<file path="config.mk">
export PLATFORM = sky130hd
export DESIGN_NAME = buffer_ram_ctrl
export DESIGN_NICKNAME = d
export VERILOG_FILES = /design/src/rtl/buffer_ram_pkg.sv /design/src/rtl/ram_rd_seq.sv /design/src/rtl/buffer_ram_ctrl.sv
export SDC_FILE = /design/constraint.sdc
export NUM_CORES = 1
export LEC_CHECK = 0
export ABC_AREA = 1
export CORE_AREA = 2 2 99 101
export CTS_CLUSTER_DIAMETER = 50
export DETAILED_ROUTE_END_ITERATION = 10
export DIE_AREA = 0 0 101 103
export PLACE_DENSITY = 0.74
export SYNTH_ARGS = -nofsm -noshare
export SYNTH_HDL_FRONTEND = slang
export SYNTH_SLANG_ARGS = --single-unit
</file>
<file path="constraint.sdc">
create_clock -name clk -period 2 [get_ports clk]
set_input_delay 0.2 -clock clk [delete_from_list [all_inputs] [get_ports clk]]
set_output_delay 0.2 -clock clk [all_outputs]
set_load 0.01 [all_outputs]
</file>
<file path="src/rtl/buffer_ram_pkg.sv">
// -----------------------------------------------------------------------------
// buffer_ram_pkg
// Shared definitions for the frame-buffer controller and buffer_ram_dp:
//   - default RAM address/data widths and the frame size (160x120 pixels)
//   - capture FSM state encoding
//   - test-pattern generator used when RAMCTRL_TESTPAT_EN is defined
// -----------------------------------------------------------------------------
package buffer_ram_pkg;

    localparam int RAM_AW        = 15;
    localparam int RAM_DW        = 16;
    localparam int RAM_FRAME_PIX = 19200;

    typedef enum logic [1:0] {
        IDLE    = 2'd0,
        ARMED   = 2'd1,
        CAPTURE = 2'd2,
        DONE    = 2'd3
    } state_t;

    // RGB565-style ramp derived from the pixel index.
    function automatic logic [15:0] test_pattern(input logic [10:0] idx);
        return {idx[4:0], idx[10:5], idx[4:0]};
    endfunction

endpackage

</file>
<file path="src/rtl/ram_rd_seq.sv">
// -----------------------------------------------------------------------------
// ram_rd_seq
// Display-side read sequencer for the frame buffer. Keeps a linear read
// pointer that wraps at the end of the frame and a two-stage valid pipe that
// matches the one-cycle read latency of buffer_ram_dp.
// Ports:
//   clk, rst       system clock, synchronous active-high reset
//   rd_sof         restart the read pointer at address 0
//   rd_req         fetch next pixel
//   ram_data_out   RAM read data (valid one clock after regread is sampled)
//   ram_regread    RAM read enable
//   ram_addr_out   RAM read address
//   rd_valid       rd_data valid
//   rd_data        fetched pixel
// -----------------------------------------------------------------------------
module ram_rd_seq
    import buffer_ram_pkg::*;
#(
    parameter int AW        = RAM_AW,
    parameter int DW        = RAM_DW,
    parameter int FRAME_PIX = RAM_FRAME_PIX
) (
    input  logic          clk,
    input  logic          rst,
    input  logic          rd_sof,
    input  logic          rd_req,
    input  logic [DW-1:0] ram_data_out,
    output logic          ram_regread,
    output logic [AW-1:0] ram_addr_out,
    output logic          rd_valid,
    output logic [DW-1:0] rd_data
);

    localparam logic [AW-1:0] LAST_ADDR = AW'(FRAME_PIX - 1);

    logic [AW-1:0] rd_ptr;
    logic [AW-1:0] rd_base;

    // A start-of-frame in the same cycle as a request reads address 0.
    assign rd_base = rd_sof ? '0 : rd_ptr;

    always_ff @(posedge clk) begin
        if (rst) begin
            rd_ptr       <= '0;
            ram_regread  <= 1'b0;
            ram_addr_out <= '0;
            rd_valid     <= 1'b0;
        end else begin
            ram_regread <= rd_req;
            rd_valid    <= ram_regread;
            if (rd_req) begin
                ram_addr_out <= rd_base;
                rd_ptr       <= (rd_base == LAST_ADDR) ? '0 : rd_base + 1'b1;
            end else if (rd_sof) begin
                rd_ptr <= '0;
            end
        end
    end

    // The RAM output is already registered, so the data stage is just a gate
    // that keeps rd_data at zero outside valid beats.
    assign rd_data = rd_valid ? ram_data_out : '0;

endmodule

</file>
<file path="src/rtl/buffer_ram_ctrl.sv">
// -----------------------------------------------------------------------------
// buffer_ram_ctrl
// Sequencer between camera pixel capture, display fetch and the buffer_ram_dp
// frame buffer. The write side arms on cap_en, waits for frame_start and
// writes one frame of pixels at linear addresses. The read side (ram_rd_seq)
// serves display fetches from a wrapping linear pointer. This block owns every
// buffer_ram_dp port.
// Configuration macro: RAMCTRL_TESTPAT_EN -- when defined, captured pixels are
// replaced by a ramp pattern derived from the write address.
// Ports:
//   clk, rst                      system clock, synchronous active-high reset
//   cap_en                        level: capture enabled
//   frame_start                   one-cycle pulse at camera frame start
//   pix_valid, pix_data           captured pixel strobe and data
//   frame_done                    pulse: full frame written
//   short_frame                   pulse: frame_start arrived mid-capture
//   busy                          capture in progress
//   rd_sof, rd_req                read restart / fetch request
//   rd_valid, rd_data             fetched pixel
//   ram_addr_in, ram_data_in,
//   ram_regwrite                  RAM write port
//   ram_addr_out, ram_regread     RAM read port
//   ram_data_out                  RAM read data
// -----------------------------------------------------------------------------
module buffer_ram_ctrl
    import buffer_ram_pkg::*;
#(
    parameter int AW        = RAM_AW,
    parameter int DW        = RAM_DW,
    parameter int FRAME_PIX = RAM_FRAME_PIX
) (
    input  logic          clk,
    input  logic          rst,
    input  logic          cap_en,
    input  logic          frame_start,
    input  logic          pix_valid,
    input  logic [DW-1:0] pix_data,
    output logic          frame_done,
    output logic          short_frame,
    output logic          busy,
    input  logic          rd_sof,
    input  logic          rd_req,
    output logic          rd_valid,
    output logic [DW-1:0] rd_data,
    output logic [AW-1:0] ram_addr_in,
    output logic [DW-1:0] ram_data_in,
    output logic          ram_regwrite,
    output logic [AW-1:0] ram_addr_out,
    output logic          ram_regread,
    input  logic [DW-1:0] ram_data_out
);

    localparam logic [AW-1:0] LAST_ADDR = AW'(FRAME_PIX - 1);

    state_t        state, state_nxt;
    logic [AW-1:0] wr_cnt, wr_cnt_nxt;
    logic          wr_en_nxt;
    logic [AW-1:0] wr_addr_nxt;
    logic [DW-1:0] wr_data_nxt;
    logic          short_nxt;

    // NOTE: every signal assigned here gets a default first, so no path
    // through the case statement can leave one unassigned and infer a latch.
    always_comb begin
        state_nxt   = state;
        wr_cnt_nxt  = wr_cnt;
        wr_en_nxt   = 1'b0;
        wr_addr_nxt = wr_cnt;
        short_nxt   = 1'b0;
        case (state)
            IDLE: begin
                if (cap_en) state_nxt = ARMED;
            end
            ARMED: begin
                if (!cap_en) begin
                    state_nxt = IDLE;
                end else if (frame_start) begin
                    state_nxt  = CAPTURE;
                    wr_cnt_nxt = '0;
                end
            end
            CAPTURE: begin
                // A new frame_start restarts the frame; a pixel in the same
                // cycle belongs to the new frame and lands at address 0.
                if (frame_start) begin
                    short_nxt   = 1'b1;
                    wr_addr_nxt = '0;
                    wr_cnt_nxt  = '0;
                end
                if (pix_valid) begin
                    wr_en_nxt = 1'b1;
                    if (wr_addr_nxt == LAST_ADDR) begin
                        wr_cnt_nxt = '0;
                        state_nxt  = DONE;
                    end else begin
                        wr_cnt_nxt = wr_addr_nxt + 1'b1;
                    end
                end
            end
            DONE: begin
                state_nxt = cap_en ? ARMED : IDLE;
            end
            default: state_nxt = IDLE;
        endcase
    end

`ifdef RAMCTRL_TESTPAT_EN
    logic [10:0] pat_idx;
    assign pat_idx     = wr_addr_nxt[10:0];
    assign wr_data_nxt = DW'(test_pattern(pat_idx));
`else
    assign wr_data_nxt = pix_data;
`endif

    // NOTE: sequential state uses non-blocking assignments so every register
    // samples the pre-edge values regardless of statement order.
    always_ff @(posedge clk) begin
        if (rst) begin
            state        <= IDLE;
            wr_cnt       <= '0;
            ram_regwrite <= 1'b0;
            ram_addr_in  <= '0;
            ram_data_in  <= '0;
            short_frame  <= 1'b0;
        end else begin
            state        <= state_nxt;
            wr_cnt       <= wr_cnt_nxt;
            ram_regwrite <= wr_en_nxt;
            short_frame  <= short_nxt;
            if (wr_en_nxt) begin
                ram_addr_in <= wr_addr_nxt;
                ram_data_in <= wr_data_nxt;
            end
        end
    end

    assign busy       = (state == CAPTURE);
    assign frame_done = (state == DONE);

    ram_rd_seq #(
        .AW        (AW),
        .DW        (DW),
        .FRAME_PIX (FRAME_PIX)
    ) u_rd_seq (
        .clk          (clk),
        .rst          (rst),
        .rd_sof       (rd_sof),
        .rd_req       (rd_req),
        .ram_data_out (ram_data_out),
        .ram_regread  (ram_regread),
        .ram_addr_out (ram_addr_out),
        .rd_valid     (rd_valid),
        .rd_data      (rd_data)
    );

endmodule

</file>
Yosys cells after proc, flatten, opt, wreduce, memory -nomap -nowiden
Index checks and enable logic that the tools add are counted.
{"block": "totals", "ff_bits": 82, "input_bits": 39, "output_inout_bits": 68}
{"block": "classes", "addsub": 2, "n_eq_ne": 10, "n_mux": 21, "bitwise_logic": 1, "n_reduce_logical": 5}
{"operator": "2-to-1 mux 15 bit", "count": 9}
{"operator": "adder 15 x 1 -> 15 bit, second input constant", "count": 2}
{"operator": "== test 15 bit, second input constant", "count": 2}
{"operator": "case mux 15 bit (2 select lines)", "count": 1}
{"operator": "2-to-1 mux 16 bit", "count": 1}
{"operator": "2-to-1 mux 2 bit", "count": 5}
{"operator": "case mux 2 bit (4 select lines)", "count": 1}
{"operator": "inequality test 2 bit, second input constant", "count": 3}
{"operator": "== test 2 bit, second input constant", "count": 2}
{"operator": "2-to-1 mux 1 bit", "count": 4}
{"operator": "AND reduction 4 bit", "count": 1}
{"operator": "inequality test 3 bit, second input constant", "count": 1}
{"operator": "== test 2 x 1 -> 1 bit, second input constant", "count": 1}
{"operator": "zero test 2 bit", "count": 1}
{"operator": "inequality test 2 x 1 -> 1 bit, second input constant", "count": 1}
{"operator": "AND reduction 2 bit", "count": 1}
{"operator": "nonzero test 2 bit", "count": 1}
{"operator": "OR reduction 2 bit", "count": 1}
{"operator": "NOT 1 bit", "count": 1}

Logic depth before layout (Yosys ltp)
{"block": "depth", "word_depth": 6, "depth_mapped": 14}

Cells and area by module
A second synthesis with hierarchy kept.
{"block": "unflattened", "hier_cells": 582, "hier_area_um2": 4050.1}
{"module": "buffer_ram_ctrl", "instances": 1, "cells_each": 323, "area_per_inst_um2": 2319.7, "seq_area_each_um2": 1001.0}
{"module": "ram_rd_seq", "instances": 1, "cells_each": 259, "area_per_inst_um2": 1730.4, "seq_area_each_um2": 640.6}

Least setup slack after synthesis
No wires, ideal clock.
{"block": "synth_timing", "kind": "input port to flip-flop", "startpoint": "input frame_start", "endpoint": "register wr_cnt[14]", "setup_ns": 0.119, "t_arrival_ns": 1.395, "required_time_ns": 1.881, "slack_ns": 0.485, "cell_stages": 10, "path_buffers": 1, "path_cell_list": "buf_2 > nor2_1 > ha_1 > nand2_1 > nor2_1 > nand2_1 > nor2_2 > nand4_1 > nand3_1 > a21oi_1"}
{"block": "synth_between", "elab_chain_cells": 6, "elab_cells_between_ends": 8, "cone_classes": "1 x add/sub; 1 x eq/ne; 6 x mux"}
{"element": "start, declared", "line_no": "buffer_ram_ctrl.sv:35", "text": "input logic frame_start,"}
{"element": "2-to-1 mux 15 bit (*)"}
{"element": "2-to-1 mux 15 bit", "line_no": "buffer_ram_ctrl.sv:70", "text": "case (state)"}
{"element": "adder 15 x 1 -> 15 bit / == test 15 bit (equally long branches)", "line_no": "buffer_ram_ctrl.sv:96, buffer_ram_ctrl.sv:92"}
{"element": "2-to-1 mux 15 bit", "line_no": "buffer_ram_ctrl.sv:92", "text": "if (wr_addr_nxt == LAST_ADDR) begin"}
{"element": "2-to-1 mux 15 bit", "line_no": "buffer_ram_ctrl.sv:90", "text": "if (pix_valid) begin"}
{"element": "case mux 15 bit (2 select lines) (*)", "line_no": "buffer_ram_ctrl.sv:70"}
{"element": "end signal, assigned", "line_no": "buffer_ram_ctrl.sv:127", "text": "wr_cnt <= wr_cnt_nxt;"}
{"element": "end, declared", "line_no": "buffer_ram_ctrl.sv:56", "text": "logic [AW-1:0] wr_cnt, wr_cnt_nxt;"}
Mark *: on every way between the ends. The rest lies on a longest branch, timed or not. The select of a mux whose other input is x is not followed.
A chain may end at the register's enable or synchronous reset.

==> summary.md <==
| Metric | Value |
|---|---|
| Gpl congestion | `slightly above 0.9` |
| Fill count | `907` |
| Starting density of the core | `0.412` |
| Post-Syn Area | `slightly below 4000 um2` |
| IO Port Bufs | `106` |
| Total buffers and inverters traversed by the critical path | `2` |
| Commonest cells after routing, fill and taps aside | `nand2_1, clkdlybuf4s50_1, dfxtp_1` |
| Min Clock Period, post-route | `1.85 ns` |
| Worst setup path category | `reg -> out` |
| IO Count | `between 100 and 150` |
| Status | `finished, final reports clean` |
| Fin Setup TNS | `0 ns` |
| Syn avg cell area | `7.07 um2` |
| Slew Limit Fails | `0` |
| Routed Antenna Nets | `0` |
| CTS tree | `yes` |
| Fraction of layout cells with a size suffix above 1 | `0.119` |
| Cells after DPL | `slightly below 800` |
| Clk_skew | `0.0107 ns` |
| Flop2flop setup slack | `0.26 ns` |
| Max Cap Violations | `0` |
| Final layout net count | `714` |
| Fin. Hold Viols | `0` |
| CP Max Fanout | `6` |
| All-Layer GR Usage | `0.202` |
| Netlist cell types | `36` |
| Worst Hold Class | `in -> reg` |
| Worst setup EP type | `primary output` |
| Area delta synth->final | `39.7%` |
| Fin cells | `792` |
| Vias per inst | `around 5.0` |
| Drt total wl | `10,500 um` |
| Gate Count Post-Synth | `~550` |
| Count of standard-cell rows | `36` |
| TritonCTS Buffers | `9` |
| Number of global-route vias before repair | `3,667` |
| VDD IR-drop max | `0.344 mV` |
| WL/cell | `13.3 um` |
| CTS H-tree depth | `3` |
| Max incr delay on CP | `0.59 ns` |
| Worst Tran Pin Value | `0.392 ns` |
| Leak pwr | `2.17 nW` |
| DRC violations left | `0` |
| Maximum clock rate | `539 MHz` |
| Sequential area share after synthesis | `0.421` |
| Core box area | `roughly 9500 um2` |
| Most common cell after layout, fill and taps aside | `nand2_1` |
| First-pass detailed-route iteration total | `4` |
| Fin util | `0.575` |
| Synth Warn # | `0` |
| Delay-heaviest family, CP | `buffers and inverters` |
| RSZ-0062 raised after global routing | `no` |
| Die Wd | `101 um` |
| Critical Path AT | `~1.7 ns` |
| CP max-delay cell | `clkdlybuf4s50_1` |
| Post-CTS setup repair buffer count | `0` |
| Die area | `10,400 um2` |
| Critical path data required time | `around 1.8 ns` |
| Clock tree buffer depth | `2` |
| Worst slew margin | `0.738` |
| Final Cycle Share | `0.927` |
| DRT iter0 DRCs | `143` |
| Ant diodes | `0` |
| PD cells | `approximately 640 nW/um2` |
| First-pass GRT wire length | `16,700 um` |
| Clk pin slew, worst setup/hold paths | `0.08 ns` |
| Initial antenna violation count | `0` |
| DP Wirelength | `a little under 8000 um` |
| Overflow after GRT | `0` |
| Clock Sinks | `82` |
| Startpoint Class | `register` |
| Die height | `a little over 100 um` |
| Root Buffer | `clkbuf_8` |
| Vias | `~4,000` |
| #FFs+latches synth | `82` |
| Crit path cell chain | `inv_2 -> nor2_4 -> clkdlybuf4s50_1` |
| Synthesized net count | `592` |
| Total power draw | `between 3 and 4 mW` |
| Final setup violation count | `0` |
| Largest net degree at the start of global routing | `33` |
| Worst skew pair latency | `0.36 ns` |
## flip-flops by register name (all words and copies together), names as in the netlist, named ones only
signal                 count
state                      1
ram_data_in               16
u_rd_seq.ram_regread       1
u_rd_seq.rd_ptr           15
wr_cnt                    15
u_rd_seq.rd_valid          1
u_rd_seq.ram_addr_out     15
ram_regwrite               1
ram_addr_in               15
short_frame                1
## metal layers
metal	share of wire	GRT usage	up-vias
met5	0	0	-
met4	0.026	0.0925	0
met3	0.063	0.0434	28
met2	0.46	0.345	131
met1	0.45	0.246	1795
li1	-	-	2008
## worst min-delay path, stage by stage
cell	delay, ns
dlymetal6s2s_1	0.20
inv_2	0.06
nand2_1	0.07
nand2_1	0.05
nand2_1	0.05
a21oi_1	0.05
## cells in the mapped netlist
library cell	n	area, um2
a21boi_1	1	7.51
nor2_4	7	78.8
inv_4	1	6.26
o21bai_1	3	22.5
o21ai_0	40	200
nand2_1	107	402
buf_2	3	15.0
nor3b_2	1	12.5
o21ai_1	6	30.0
nor3_2	1	10.0
o21a_1	2	15.0
o22ai_1	1	6.26
nand2_2	4	25.0
buf_6	3	33.8
clkbuf_1	18	67.6
a31oi_1	1	6.26
nand3b_1	3	22.5
inv_2	7	26.3
o211ai_1	1	7.51
xor2_1	9	78.8
nand3b_4	1	20.0
buf_4	2	15.0
dfxtp_1	82	1640
nand4_1	11	68.8
nand4_2	1	12.5
ha_1	2	25.0
nor2_1	62	233
nor3_1	6	30.0
xnor2_1	2	17.5
a211oi_1	1	7.51
nand3_1	26	130
nor4_1	1	6.26
inv_1	64	240
a21oi_1	61	305
nand3_2	2	20.0
nor2_2	8	50.1
## where the power goes
part           switching (mW)  internal (mW)  leakage [nW]
Combinational           0.240          0.230          1.39
Sequential             0.0530           1.70         0.667
Clock                   0.622          0.652         0.106
## final timing paths
path / from / end / cells past startpoint
max: register / busy / 3
min: frame_start / wr_cnt[0]$_SDFFE_PP0P_ / 6
max reg2reg: wr_cnt[1]$_SDFFE_PP0P_ / wr_cnt[5]$_SDFFE_PP0P_ / 10
min reg2reg: u_rd_seq.ram_regread$_SDFF_PP0_ / u_rd_seq.rd_valid$_SDFF_PP0_ / 2
## cell families (layout without fill, tap and decap cells)
group	count (synthesis)	after routing	share of synthesized area
and+or+nand+nor	241	241	0.288
AOI/OAI and AO/OA	117	117	0.156
buffers and inverters	98	225	0.104
DFF	82	82	0.421
xor gates and xnor gates	11	11	0.0247
adders and majority gates	2	2	0.00642
## stage by stage
step | area [um2] | setup WS [ns] | hold WS (ns)
floorplan | 3900 | 0.485 | 0.344
global placement | 5230 | -0.0846 | 0.408
detailed placement | 5230 | -0.166 | 0.413
CTS | 5440 | 0.0298 | 0.374
global route | 5440 | 0.00973 | 0.402
finish | 5440 | 0.146 | 0.364
## timing repair
item	4_1_cts	5_1_grt
setup endpoints to repair	0	17
gates resized for setup	0	2
hold buffers	0	0
## final cells by class
cell class / instances / area (um2) / share of cell area
clock buffer: 11 / 151 / 0.0278
inverter: 72 / 273 / 0.0501
clock inverter: 5 / 60.1 / 0.0110
tap: 114 / 143 / 0.0262
timing repair buffer: 137 / 1320 / 0.243
multi-input combinational: 371 / 1850 / 0.340
sequential: 82 / 1640 / 0.302
No activity file was read; power rests on OpenSTA's default activity.
